==> src/rtl/q_policy_walker.sv <==
// rtl/q_policy_walker.sv - Q-table policy walker
// Scans four actions per cell through one read port, masks illegal moves, then handshakes each move out.
module q_policy_walker #(
  parameter int          GRID_W     = 6,
  parameter int          GRID_H     = 6,
  parameter int          STATE_W    = 6,
  parameter int          Q_W        = 32,
  parameter int          N_BLOCK    = 16,
  parameter int          MAX_STEPS  = 64,
  parameter int          EPS_MODE   = 0,
  parameter logic [7:0]  EPS_THRESH = 8'd26
) (
  input  logic                       clk,
  input  logic                       rst,
  input  logic                       start,
  input  logic [STATE_W-1:0]         start_state,
  input  logic [STATE_W-1:0]         target_state,
  input  logic [N_BLOCK*STATE_W-1:0] blocked,
  output logic [STATE_W+1:0]         q_rd_addr,
  input  logic [Q_W-1:0]             q_rd_data,
  output logic                       move_req,
  output logic [STATE_W-1:0]         next_state,
  input  logic                       move_complete,
  output logic                       timer_start,
  output logic [STATE_W-1:0]         cur_state,
  output logic [7:0]                 step_count,
  output logic                       busy,
  output logic                       target_reached,
  output logic                       timeout,
  output logic                       stuck
);

  typedef enum logic [2:0] {IDLE, SCAN, DECIDE, MOVE, CHECK, DONE} state_t;

  localparam logic [STATE_W-1:0] GW       = STATE_W'(GRID_W);
  localparam logic [STATE_W-1:0] ROW_LAST = STATE_W'(GRID_H - 1);
  localparam logic [STATE_W-1:0] COL_LAST = STATE_W'(GRID_W - 1);
  localparam logic [STATE_W-1:0] EMPTY    = '1;

  state_t                    state, state_nx;
  logic [STATE_W-1:0]        tgt;
  logic [N_BLOCK*STATE_W-1:0] blk_q;
  logic [2:0]                sc;
  logic signed [Q_W-1:0]     best_val;
  logic [1:0]                best_act;
  logic                      best_ok;
  logic [15:0]               lfsr;
  logic                      mv_first;

  logic [STATE_W-1:0]        row, col;
  logic [STATE_W-1:0]        dest [4];
  logic [3:0]                legal;
  logic [1:0]                scan_a, rnd_a, chosen;
  logic                      better, use_rnd;
  logic signed [Q_W-1:0]     q_s;

  // Legality of all four moves from the current cell, including the blocked-cell mask
  always_comb begin
    row     = cur_state / GW;
    col     = cur_state % GW;
    dest[0] = cur_state - GW;
    dest[1] = cur_state + GW;
    dest[2] = cur_state - 1'b1;
    dest[3] = cur_state + 1'b1;
    legal   = {col != COL_LAST, col != '0, row != ROW_LAST, row != '0};
    for (int a = 0; a < 4; a++) begin
      for (int i = 0; i < N_BLOCK; i++) begin
        if (blk_q[i*STATE_W +: STATE_W] == dest[a] && blk_q[i*STATE_W +: STATE_W] != EMPTY)
          legal[a] = 1'b0;
      end
    end
  end

  // Read data lags the address by one cycle, so SCAN cycle n evaluates action n-1
  assign scan_a  = 2'(sc - 3'd1);
  assign q_s     = $signed(q_rd_data);
  assign better  = legal[scan_a] && (!best_ok || q_s > best_val);
  assign rnd_a   = lfsr[9:8];
  assign use_rnd = (EPS_MODE != 0) && (lfsr[7:0] < EPS_THRESH) && legal[rnd_a];
  assign chosen  = use_rnd ? rnd_a : best_act;

  always_ff @(posedge clk or posedge rst) begin
    if (rst) state <= IDLE;
    else     state <= state_nx;
  end

  always_comb begin
    state_nx = state;
    case (state)
      IDLE:    if (start) state_nx = (start_state == target_state) ? DONE : SCAN;
      SCAN:    if (sc == 3'd4) state_nx = DECIDE;
      DECIDE:  state_nx = (|legal) ? MOVE : DONE;
      MOVE:    if (move_complete) state_nx = CHECK;
      CHECK:   state_nx = (cur_state == tgt || step_count == 8'(MAX_STEPS)) ? DONE : SCAN;
      DONE:    state_nx = IDLE;
      default: state_nx = IDLE;
    endcase
  end

  always_comb begin
    move_req    = (state == MOVE);
    timer_start = (state == MOVE) && mv_first;
    q_rd_addr   = '0;
    if (state == SCAN && sc < 3'd4) q_rd_addr = {cur_state, sc[1:0]};
  end

  always_ff @(posedge clk or posedge rst) begin
    if (rst) begin
      tgt <= '0; blk_q <= '0; sc <= '0; best_val <= '0; best_act <= '0; best_ok <= 1'b0;
      lfsr <= 16'hACE1; mv_first <= 1'b0; next_state <= '0; cur_state <= '0;
      step_count <= '0; busy <= 1'b0; target_reached <= 1'b0; timeout <= 1'b0; stuck <= 1'b0;
    end else begin
      case (state)
        IDLE: if (start) begin
          cur_state      <= start_state;
          tgt            <= target_state;
          blk_q          <= blocked;
          step_count     <= '0;
          target_reached <= (start_state == target_state);
          timeout        <= 1'b0;
          stuck          <= 1'b0;
          busy           <= 1'b1;
          sc             <= '0;
          best_ok        <= 1'b0;
        end
        SCAN: begin
          sc <= sc + 3'd1;
          if (sc != 3'd0 && better) begin
            best_val <= q_s;
            best_act <= scan_a;
            best_ok  <= 1'b1;
          end
        end
        DECIDE: begin
          lfsr <= {lfsr[0] ^ lfsr[2] ^ lfsr[3] ^ lfsr[5], lfsr[15:1]};
          if (!(|legal)) stuck <= 1'b1;
          else begin
            next_state <= dest[chosen];
            mv_first   <= 1'b1;
          end
        end
        MOVE: begin
          mv_first <= 1'b0;
          if (move_complete) begin
            cur_state <= next_state;
            if (step_count != 8'hFF) step_count <= step_count + 8'd1;
          end
        end
        CHECK: begin
          if (cur_state == tgt)                    target_reached <= 1'b1;
          else if (step_count == 8'(MAX_STEPS))    timeout        <= 1'b1;
          sc      <= '0;
          best_ok <= 1'b0;
        end
        DONE:    busy <= 1'b0;
        default: ;
      endcase
    end
  end

endmodule

==> config.mk <==
export PLATFORM = sky130hd
export DESIGN_NAME = q_policy_walker
export DESIGN_NICKNAME = d
export VERILOG_FILES = /design/src/rtl/q_policy_walker.sv
export SDC_FILE = /design/constraint.sdc
export NUM_CORES = 1
export LEC_CHECK = 0
export CAP_MARGIN = 20
export CORE_UTILIZATION = 40
export CTS_CLUSTER_DIAMETER = 120
export CTS_CLUSTER_SIZE = 14
export DETAILED_ROUTE_END_ITERATION = 12
export GPL_TIMING_DRIVEN = 0
export MAX_ROUTING_LAYER = met4
export PLACE_DENSITY = 0.67
export SETUP_SLACK_MARGIN = 0.02
export SKIP_CTS_REPAIR_TIMING = 1
export SYNTH_ARGS = -nofsm -noshare
export SYNTH_HDL_FRONTEND = slang
export SYNTH_SLANG_ARGS = --single-unit
export TNS_END_PERCENT = 20
==> constraint.sdc <==
create_clock -name clk -period 5.9 [get_ports clk]
set_clock_uncertainty 0.15 [all_clocks]
set_input_delay 1.18 -clock clk [delete_from_list [all_inputs] [get_ports clk]]
set_output_delay 1.18 -clock clk [all_outputs]
set_load 0.03 [all_outputs]
==> results.py, run 1 <==
metrics = {
    "cts": {
        "cts_sinks": 168,
        "clkTransAtPathRegs_ns": 0.07,
        "cts_tree": "yes",
        "cts_made_buffers": 17,
        "cts.path.max_buffers": 2,
        "clockRootBuffer": "clkbuf_16",
        "h-tree-depth": 4,
        "clock_latency_ns": 0.48,
    },
    "place": {
        "pre_cts_ws_ns": -0.754,
        "place_area_um2": 17200,
        "dp.cells": 2462,
        "gp_congestion": 1.04,
        "hpwlAfterDp_um": 48000,
        "portBuffers": 176,
    },
    "route": {
        "wl_um": 63400,
        "drc": 0,
        "vias_per_cell": 5.97,
        "postRouteAntennaNets": 0,
        "wl_per_cell_um": 25.4,
        "drtIter0Drc": 1539,
        "firstDrtPassIters": 5,
        "vias": 14900,
    },
    "synth": {
        "synth_flop_cell": "dfrtp_1",
        "synth_top_cell_area_share": 0.283,
        "ys_seq_area_frac": 0.283,
        "yosysTopAreaCell": "dfrtp_1",
        "async_flop_share": 1.00,
        "syn_nets": 2001,
        "synth-seq-cells": 168,
        "synth_warnings": 0,
        "synthesis.area_um2": 14800,
        "synth_edf_count": 0,
        "avgSynthCellArea_um2": 8.18,
        "synth.area.top_cells": "dfrtp_1, xnor2_1, nand2_1, xor2_1, ha_1",
        "synthCells": 1812,
        "synth.distinct_cells": 104,
    },
    "global_routing": {
        "grtUsageTotal": 0.347,
        "grt_antenna_before_repair": 3,
        "grt-ovfl-total": 0,
        "grt_pass1_wl_um": 93900,
        "first_global_vias": 14500,
        "grt_max_degree": 95,
    },
    "flow_run": {
        "max_cap_viol_count": 0,
    },
    "finish": {
        "multi_input_area_um2": 9760,
        "final_cell_mix": "nand2_1, clkdlybuf4s50_1, dfrtp_1",
        "final_cells": 2497,
        "final_area_um2": 18000,
        "nFillCells": 3566,
        "layout_commonest_cell": "nand2_1",
        "drive_above_1_share": 0.0917,
        "final_nets": 2204,
        "area_delta_synth_final_pct": 21.3,
        "seqCellArea_um2": 4200,
    },
    "status": {
        "status": "finished, violations left",
        "violations": "negative setup slack",
    },
    "die": {
        "dieHeight_um": 195,
        "die_w_um": 195,
        "floorplan.initialDensity": 0.406,
        "rows": 70,
        "core_area_um2": 36500,
        "io_pins": 178,
        "dieArea_um2": 37800,
    },
    "timing": {
        "post-route-period-util": 1.00,
        "rsz0062_at_grt": "false",
        "worstMarginPinSlew_ns": 1.20,
        "finalSetupTns_ns": -0.0397,
        "maxSlewViolCount": 0,
        "setup_ws_ns": -0.00785,
        "fmax_ghz": 0.169,
        "min_period_ns": 5.91,
        "hold_viol": 0,
        "slew_headroom": 0.193,
        "finalSetupViolations": 12,
    },
    "worst_setup_path": {
        "critPathTopFamily": "buffers and inverters",
        "critPathMaxFanout": 10,
        "worstPathArrival_ns": 6.11,
        "end_kind": "register",
        "critPathKind": "reg2reg",
        "crit_chain": "clkbuf_4 -> buf_4 -> buf_4 -> inv_1 -> ha_1 -> clkbuf_4 -> buf_4 -> xnor2_1 -> nand3b_1 -> a211oi_1 -> a2111oi_2 -> nand4_1 -> a2111oi_1 -> buf_1 -> nor3b_2 -> o311ai_4 -> buf_12 -> buf_6 -> mux2_4",
        "slowest_stage": "a2111oi_2",
        "cpMostUsedCell": "buf_4",
        "start_kind": "register",
        "cp.buffers_inverters": 9,
        "critical_path.max_stage_delay_ns": 0.48,
        "critPathRequiredTime_ns": 6.11,
    },
    "pwr": {
        "p_per_area_nw_per_um2": 738,
        "ir_drop_mv": 0.313,
        "leakagePower_uw": 0.00769,
    },
    "min_path": {
        "hp-class": "reg2reg",
    },
}
## cell families after synthesis
| logic type | after synthesis | synth area share |
|---|---|---|
| simple gates | 705 | 0.228 |
| fa+ha+maj | 47 | 0.0394 |
| xor+xnor | 268 | 0.169 |
| buf+inv | 207 | 0.0624 |
| compound gates | 369 | 0.173 |
| mux | 48 | 0.0450 |
| flops | 168 | 0.283 |
## layer usage
layer	global-route usage	share of wire	wire length [um]
met1	0.440	0.42	26800
met2	0.537	0.45	28700
met3	0.0607	0.074	4700
met4	0.167	0.051	3210
met5	-	0	0
## stage by stage
| stage | util | hold slack [ns] | power [uW] |
|---|---|---|---|
| after floorplan | - | 0.292 | 8670 |
| after global placement | 0.470 | 0.304 | 11500 |
| after detailed placement | 0.472 | 0.319 | 11600 |
| after CTS | 0.489 | 0.336 | 12900 |
| after global routing | 0.493 | 0.364 | 14000 |
| final | 0.493 | 0.334 | 13300 |
## area by class of cell
class                      count  share of cell area
antenna                        1            0.000139
tap                          468              0.0325
buffer                       135              0.0380
sequential                   168               0.234
multi-input combinational   1437               0.542
timing repair buffer         185               0.103
clock inverter                14              0.0104
clock buffer                  18              0.0244
inverter                      71              0.0152
## state kept, by name, summed over array words and instances (netlist names), 2 cells and up
register	count
step_count	8
cur_state	6
blk_q	96
next_state	6
best_act	2
tgt	6
best_val	32
state	3
sc	3
## final timing paths
path / startpoint / end / slack (ns) / cells past startpoint
setup / recovery: cur_state[0] / best_val[19] / -0.008 / 19
hold / removal: mv_first / mv_first / 0.33 / 1
setup reg to reg: cur_state[0] / best_val[19] / -0.008 / 19
hold reg to reg: mv_first / mv_first / 0.33 / 1
max in group asynchronous: rst / blk_q[3] / 3.72 / 3
min in group asynchronous: rst / blk_q[56] / 1.00 / 2
## cells in the mapped netlist, types with 9 or more instances
cell type and count:
a21o_1 11, inv_1 68, xor2_1 87, o22ai_1 24, a211oi_1 15, buf_4 9, nand4_1 32, nor3_1 38
nor2_1 67, nand2b_1 11, a2111oi_0 12, a211o_1 12, a31oi_1 20, nand3_1 37, and3_1 21, a21oi_1 59
buf_1 12, o21ai_0 86, mux2_4 29, ha_1 45, and4_1 9, buf_2 37, o211ai_1 19, xnor2_1 168
o2111ai_1 11, dfrtp_1 168, or3_1 18, clkbuf_1 70, and2_1 16, nor2b_1 21, nor4_1 17, nand2_1 369
## power by group
group / internal [uW] / switching (uW)
Combinational: 3760 / 6080
Clock: 688 / 551
Sequential: 1680 / 518
## worst reg2reg max path, cell delays in order, from the launching register on
cell,delay [ns]
dfrtp_1,0.41
clkbuf_4,0.31
buf_4,0.36
buf_4,0.34
inv_1,0.19
ha_1,0.31
clkbuf_4,0.33
buf_4,0.39
xnor2_1,0.16
nand3b_1,0.10
a211oi_1,0.11
a2111oi_2,0.48
nand4_1,0.39
a2111oi_1,0.49
buf_1,0.23
nor3b_2,0.29
o311ai_4,0.13
buf_12,0.18
buf_6,0.15
mux2_4,0.31
(Power assumes the default switching activity.)
==> run 2, diff against run 1 <==
- CORE_UTILIZATION: 40 -> 33
- PLACE_DENSITY: 0.67 -> 0.58
==> results.py, run 2 (same netlist as run 1, synthesis figures left out) <==
metrics = {
    "timing": {
        "setup_ws_ns": 0.00796,
        "hold_viol": 0,
        "slew_headroom": 0.322,
        "finalSetupViolations": 0,
        "worstMarginPinSlew_ns": 1.01,
        "finalSetupTns_ns": 0,
        "fmax_ghz": 0.170,
        "rsz0062_at_grt": "true",
        "post-route-period-util": 0.999,
        "min_period_ns": 5.89,
        "maxSlewViolCount": 0,
    },
    "cts": {
        "cts_made_buffers": 17,
        "h-tree-depth": 4,
        "clockRootBuffer": "clkbuf_16",
        "clkTransAtPathRegs_ns": 0.07,
        "cts_tree": "yes",
        "cts_sinks": 168,
        "cts.path.max_buffers": 2,
        "clock_latency_ns": 0.48,
    },
    "flow_run": {
        "max_cap_viol_count": 0,
    },
    "finish": {
        "drive_above_1_share": 0.0927,
        "multi_input_area_um2": 9790,
        "seqCellArea_um2": 4200,
        "layout_commonest_cell": "nand2_1",
        "final_area_um2": 18200,
        "reg_top3": "blk_q: 96 flops, best_val: 32 flops, step_count: 8 flops",
        "top_register": "blk_q",
        "final_cell_mix": "nand2_1, clkdlybuf4s50_1, dfrtp_1",
        "nFillCells": 4528,
        "largest_reg_flops": 96,
        "final_nets": 2205,
        "area_delta_synth_final_pct": 22.5,
    },
    "route": {
        "wl_per_cell_um": 24.6,
        "drc": 0,
        "drtIter0Drc": 1347,
        "vias": 14900,
        "wl_um": 64400,
        "postRouteAntennaNets": 0,
        "vias_per_cell": 5.69,
        "firstDrtPassIters": 5,
    },
    "worst_setup_path": {
        "critPathKind": "reg2reg",
        "critPathMaxFanout": 10,
        "critPathRequiredTime_ns": 6.09,
        "start_kind": "register",
        "worstPathArrival_ns": 6.09,
        "end_kind": "register",
    },
    "global_routing": {
        "grtUsageTotal": 0.290,
        "grt-ovfl-total": 0,
        "grt_antenna_before_repair": 2,
        "grt_max_degree": 95,
        "grt_pass1_wl_um": 95900,
        "first_global_vias": 14900,
    },
    "die": {
        "io_pins": 178,
        "core_area_um2": 44300,
        "dieHeight_um": 214,
        "dieArea_um2": 45800,
        "rows": 77,
        "die_w_um": 214,
        "floorplan.initialDensity": 0.335,
    },
    "min_path": {
        "hp-class": "reg2reg",
    },
    "place": {
        "place_area_um2": 17400,
        "hpwlAfterDp_um": 48700,
        "gp_congestion": 1.05,
        "portBuffers": 176,
        "pre_cts_ws_ns": -0.912,
    },
    "pwr": {
        "p_per_area_nw_per_um2": 733,
        "ir_drop_mv": 0.264,
        "leakagePower_uw": 0.00767,
    },
    "status": {
        "status": "finished, final reports clean",
    },
}
## run 2: cell types whose count changed in the layout (fill, tap and decap cells not counted), moves of 2 or more
cell / previous run / this run
clkbuf_1: 68 / 71
clkinv_4: 4 / 1
buf_2: 28 / 31
clkbuf_4: 7 / 4
inv_8: 3 / 1
buf_4: 14 / 17
xnor2_4: 2 / 4
## run 2: area by class of cell
cell class                 instances  share of cell area
clock buffer                      22              0.0255
clock inverter                     9             0.00895
inverter                          71              0.0153
buffer                           135              0.0375
antenna                            1            0.000138
timing repair buffer             186               0.102
multi-input combinational       1437               0.539
tap                              592              0.0408
sequential                       168               0.231
## run 2: metrics by stage
step / power, uW / std cells / hold slack, ns / util
after floorplan: 8670 / 1812 / 0.292 / -
after global placement: 11600 / 2580 / 0.310 / 0.391
after detailed placement: 11700 / 2586 / 0.316 / 0.393
after CTS: 13000 / 2617 / 0.332 / 0.407
after global routing: 14100 / 2621 / 0.363 / 0.410
final: 13300 / 2621 / 0.334 / 0.410
## run 2: critical path, stage by stage (launching register included)
cell and delay (ns):
dfrtp_1 0.41, clkbuf_4 0.27, buf_4 0.28, buf_4 0.26, inv_1 0.20, ha_1 0.29, clkbuf_4 0.29, clkbuf_1 0.56
nor2_1 0.09, nor2_1 0.11, a221oi_1 0.09, o2111ai_1 0.58, o32ai_1 0.17, nor3_1 0.46, nand4_1 0.43, nor3_2 0.33
o311ai_4 0.11, buf_4 0.19, buf_6 0.16, mux2_4 0.30
## run 2: worst paths after layout
| path | startpoint | to | slack, ns | depth (start not counted) |
|---|---|---|---|---|
| setup reg to reg | cur_state[0] | best_val[18] | 0.008 | 19 |
| hold reg to reg | mv_first | mv_first | 0.33 | 1 |
| min in group asynchronous | rst | blk_q[56] | 1.01 | 2 |
| hold / removal | mv_first | mv_first | 0.33 | 1 |
| max in group asynchronous | rst | blk_q[4] | 3.70 | 3 |
| setup / recovery | cur_state[0] | best_val[18] | 0.008 | 19 |
## run 2: power breakdown
part | switching (uW) | internal (uW) | leakage (uW)
logic | 6090 | 3790 | 0.00530
clock network | 510 | 733 | 0.000302
registers | 509 | 1690 | 0.00208
## run 2: metal layers
layer / global-route usage / up-vias / wire length (um)
met1: 0.365 / 7323 / 27500
met3: 0.0534 / 172 / 4720
li1: - / 6754 / -
met4: 0.139 / 0 / 2960
met2: 0.447 / 671 / 29200
met5: - / - / 0
==> run 3, diff against run 2 <==
- clock period: 5.9 -> 5.3 ns (I/O delays scaled with it)
==> results.py, run 3 (same netlist as run 1, synthesis figures left out) <==
metrics = {
    "timing": {
        "hold_viol": 0,
        "post-route-period-util": 0.990,
        "maxSlewViolCount": 0,
        "finalSetupViolations": 0,
        "min_period_ns": 5.25,
        "fmax_ghz": 0.191,
        "whs_ns": 0.333,
        "worstMarginPinSlew_ns": 1.06,
        "slew_headroom": 0.293,
    },
    "route": {
        "drtIter0Drc": 1265,
        "drc": 0,
        "wl_per_cell_um": 24.5,
        "wl_um": 64700,
        "postRouteAntennaNets": 0,
        "vias": 14900,
        "firstDrtPassIters": 5,
        "vias_per_cell": 5.67,
    },
    "worst_setup_path": {
        "worstPathArrival_ns": 5.48,
        "critPathKind": "reg2reg",
        "critPathMaxFanout": 10,
        "start_kind": "register",
        "end_kind": "register",
        "critPathRequiredTime_ns": 5.53,
    },
    "finish": {
        "final_cell_mix": "nand2_1, clkdlybuf4s50_1, dfrtp_1",
        "layout_commonest_cell": "nand2_1",
        "largest_reg_flops": 96,
        "final_area_um2": 18500,
        "n_antenna_cell": 0,
        "reg_top3": "blk_q: 96 flops, best_val: 32 flops, step_count: 8 flops",
        "area_delta_synth_final_pct": 24.4,
        "final_util": 0.416,
        "drive_above_1_share": 0.109,
        "top_register": "blk_q",
        "final_nets": 2221,
    },
    "global_routing": {
        "grtUsageTotal": 0.292,
        "grt_pass1_wl_um": 95800,
        "grt_max_degree": 41,
        "grt_antenna_before_repair": 0,
        "grt-ovfl-total": 0,
        "first_global_vias": 14600,
    },
    "die": {
        "floorplan.initialDensity": 0.335,
        "dieArea_um2": 45800,
        "io_pins": 178,
        "rows": 77,
        "dieHeight_um": 214,
        "die_w_um": 214,
        "core_area_um2": 44300,
    },
    "status": {
        "status": "finished, final reports clean",
    },
    "pwr": {
        "ir_drop_mv": 0.307,
        "p_per_area_nw_per_um2": 814,
        "p_total_uw": 15000,
        "leakagePower_uw": 0.00777,
    },
    "cts": {
        "clockRootBuffer": "clkbuf_16",
        "cts.path.max_buffers": 2,
        "cts_tree": "yes",
        "clock_latency_ns": 0.50,
        "clkTransAtPathRegs_ns": 0.07,
        "h-tree-depth": 4,
        "cts_sinks": 168,
        "cts_made_buffers": 17,
    },
    "flow_run": {
        "max_cap_viol_count": 0,
    },
    "place": {
        "place_area_um2": 17500,
        "gp_congestion": 1.04,
        "hpwlAfterDp_um": 49700,
        "portBuffers": 176,
    },
    "min_path": {
        "hp-class": "reg2reg",
    },
}
## run 3: cell count changes in the layout (fill, tap and decap cells not counted), moves of 3 or more
cell / delta
inv_6: -3
buf_2: -4
a2111oi_2: -3
buf_8: +3
buf_6: +3
clkbuf_1: -6
clkinv_2: +3
buf_4: +9
clkinvlp_4: +5
buf_12: +7
## run 3: path summary, 6_finish.rpt
check,from,slack (ns),end,depth (start not counted)
min reg2reg,mv_first,0.33,mv_first,1
max,cur_state[0],0.05,best_val[13],18
min,mv_first,0.33,mv_first,1
min in group asynchronous,rst,0.88,best_val[17],2
max reg2reg,cur_state[0],0.05,best_val[13],18
max in group asynchronous,rst,3.23,blk_q[5],4
## run 3: cell type report
class / instances / area (um^2)
Tap cell: 592 / 741
Clock inverter: 13 / 146
Clock buffer: 19 / 453
Inverter: 71 / 282
Multi-Input combinational cell: 1437 / 9850
Buffer: 135 / 754
Timing Repair Buffer: 202 / 2020
Fill cell: 4571 / 25900
Sequential cell: 168 / 4210
## run 3: power breakdown
part	switching (uW)	internal, uW
Clock	583	721
Sequential	580	1880
Combinational	6860	4390
Total	8020	6990
## run 3: critical path, cell delays in order, from the launching register on
cell and delay, ns:
dfrtp_1 0.41, buf_6 0.23, buf_8 0.22, buf_8 0.23
clkinvlp_4 0.21, ha_2 0.36, buf_6 0.24, buf_6 0.28
xor2_1 0.12, a2111oi_0 0.83, a211oi_1 0.21, nand4_1 0.22
a2111oi_2 0.07, buf_2 0.19, nor3b_4 0.16, o311ai_4 0.28
buf_4 0.19, buf_6 0.18, mux2_4 0.31
## run 3: routing by layer
metal / vias to the layer above / track usage / share of wire
li1: 6790 / - / -
met4: 0 / 0.129 / 0.042
met5: - / - / 0
met3: 160 / 0.0530 / 0.072
met2: 652 / 0.461 / 0.46
met1: 7340 / 0.362 / 0.42
## run 3: through the flow
stage	TNS, ns	worst slack [ns]	cells
floorplan	0	0.361	1812
global placement	-82.43	-1.94	2580
detailed placement	-57.16	-1.37	2592
CTS	-58.28	-1.39	2624
global route	-1.60	-0.0653	2637
finish	0	0.0512	2637
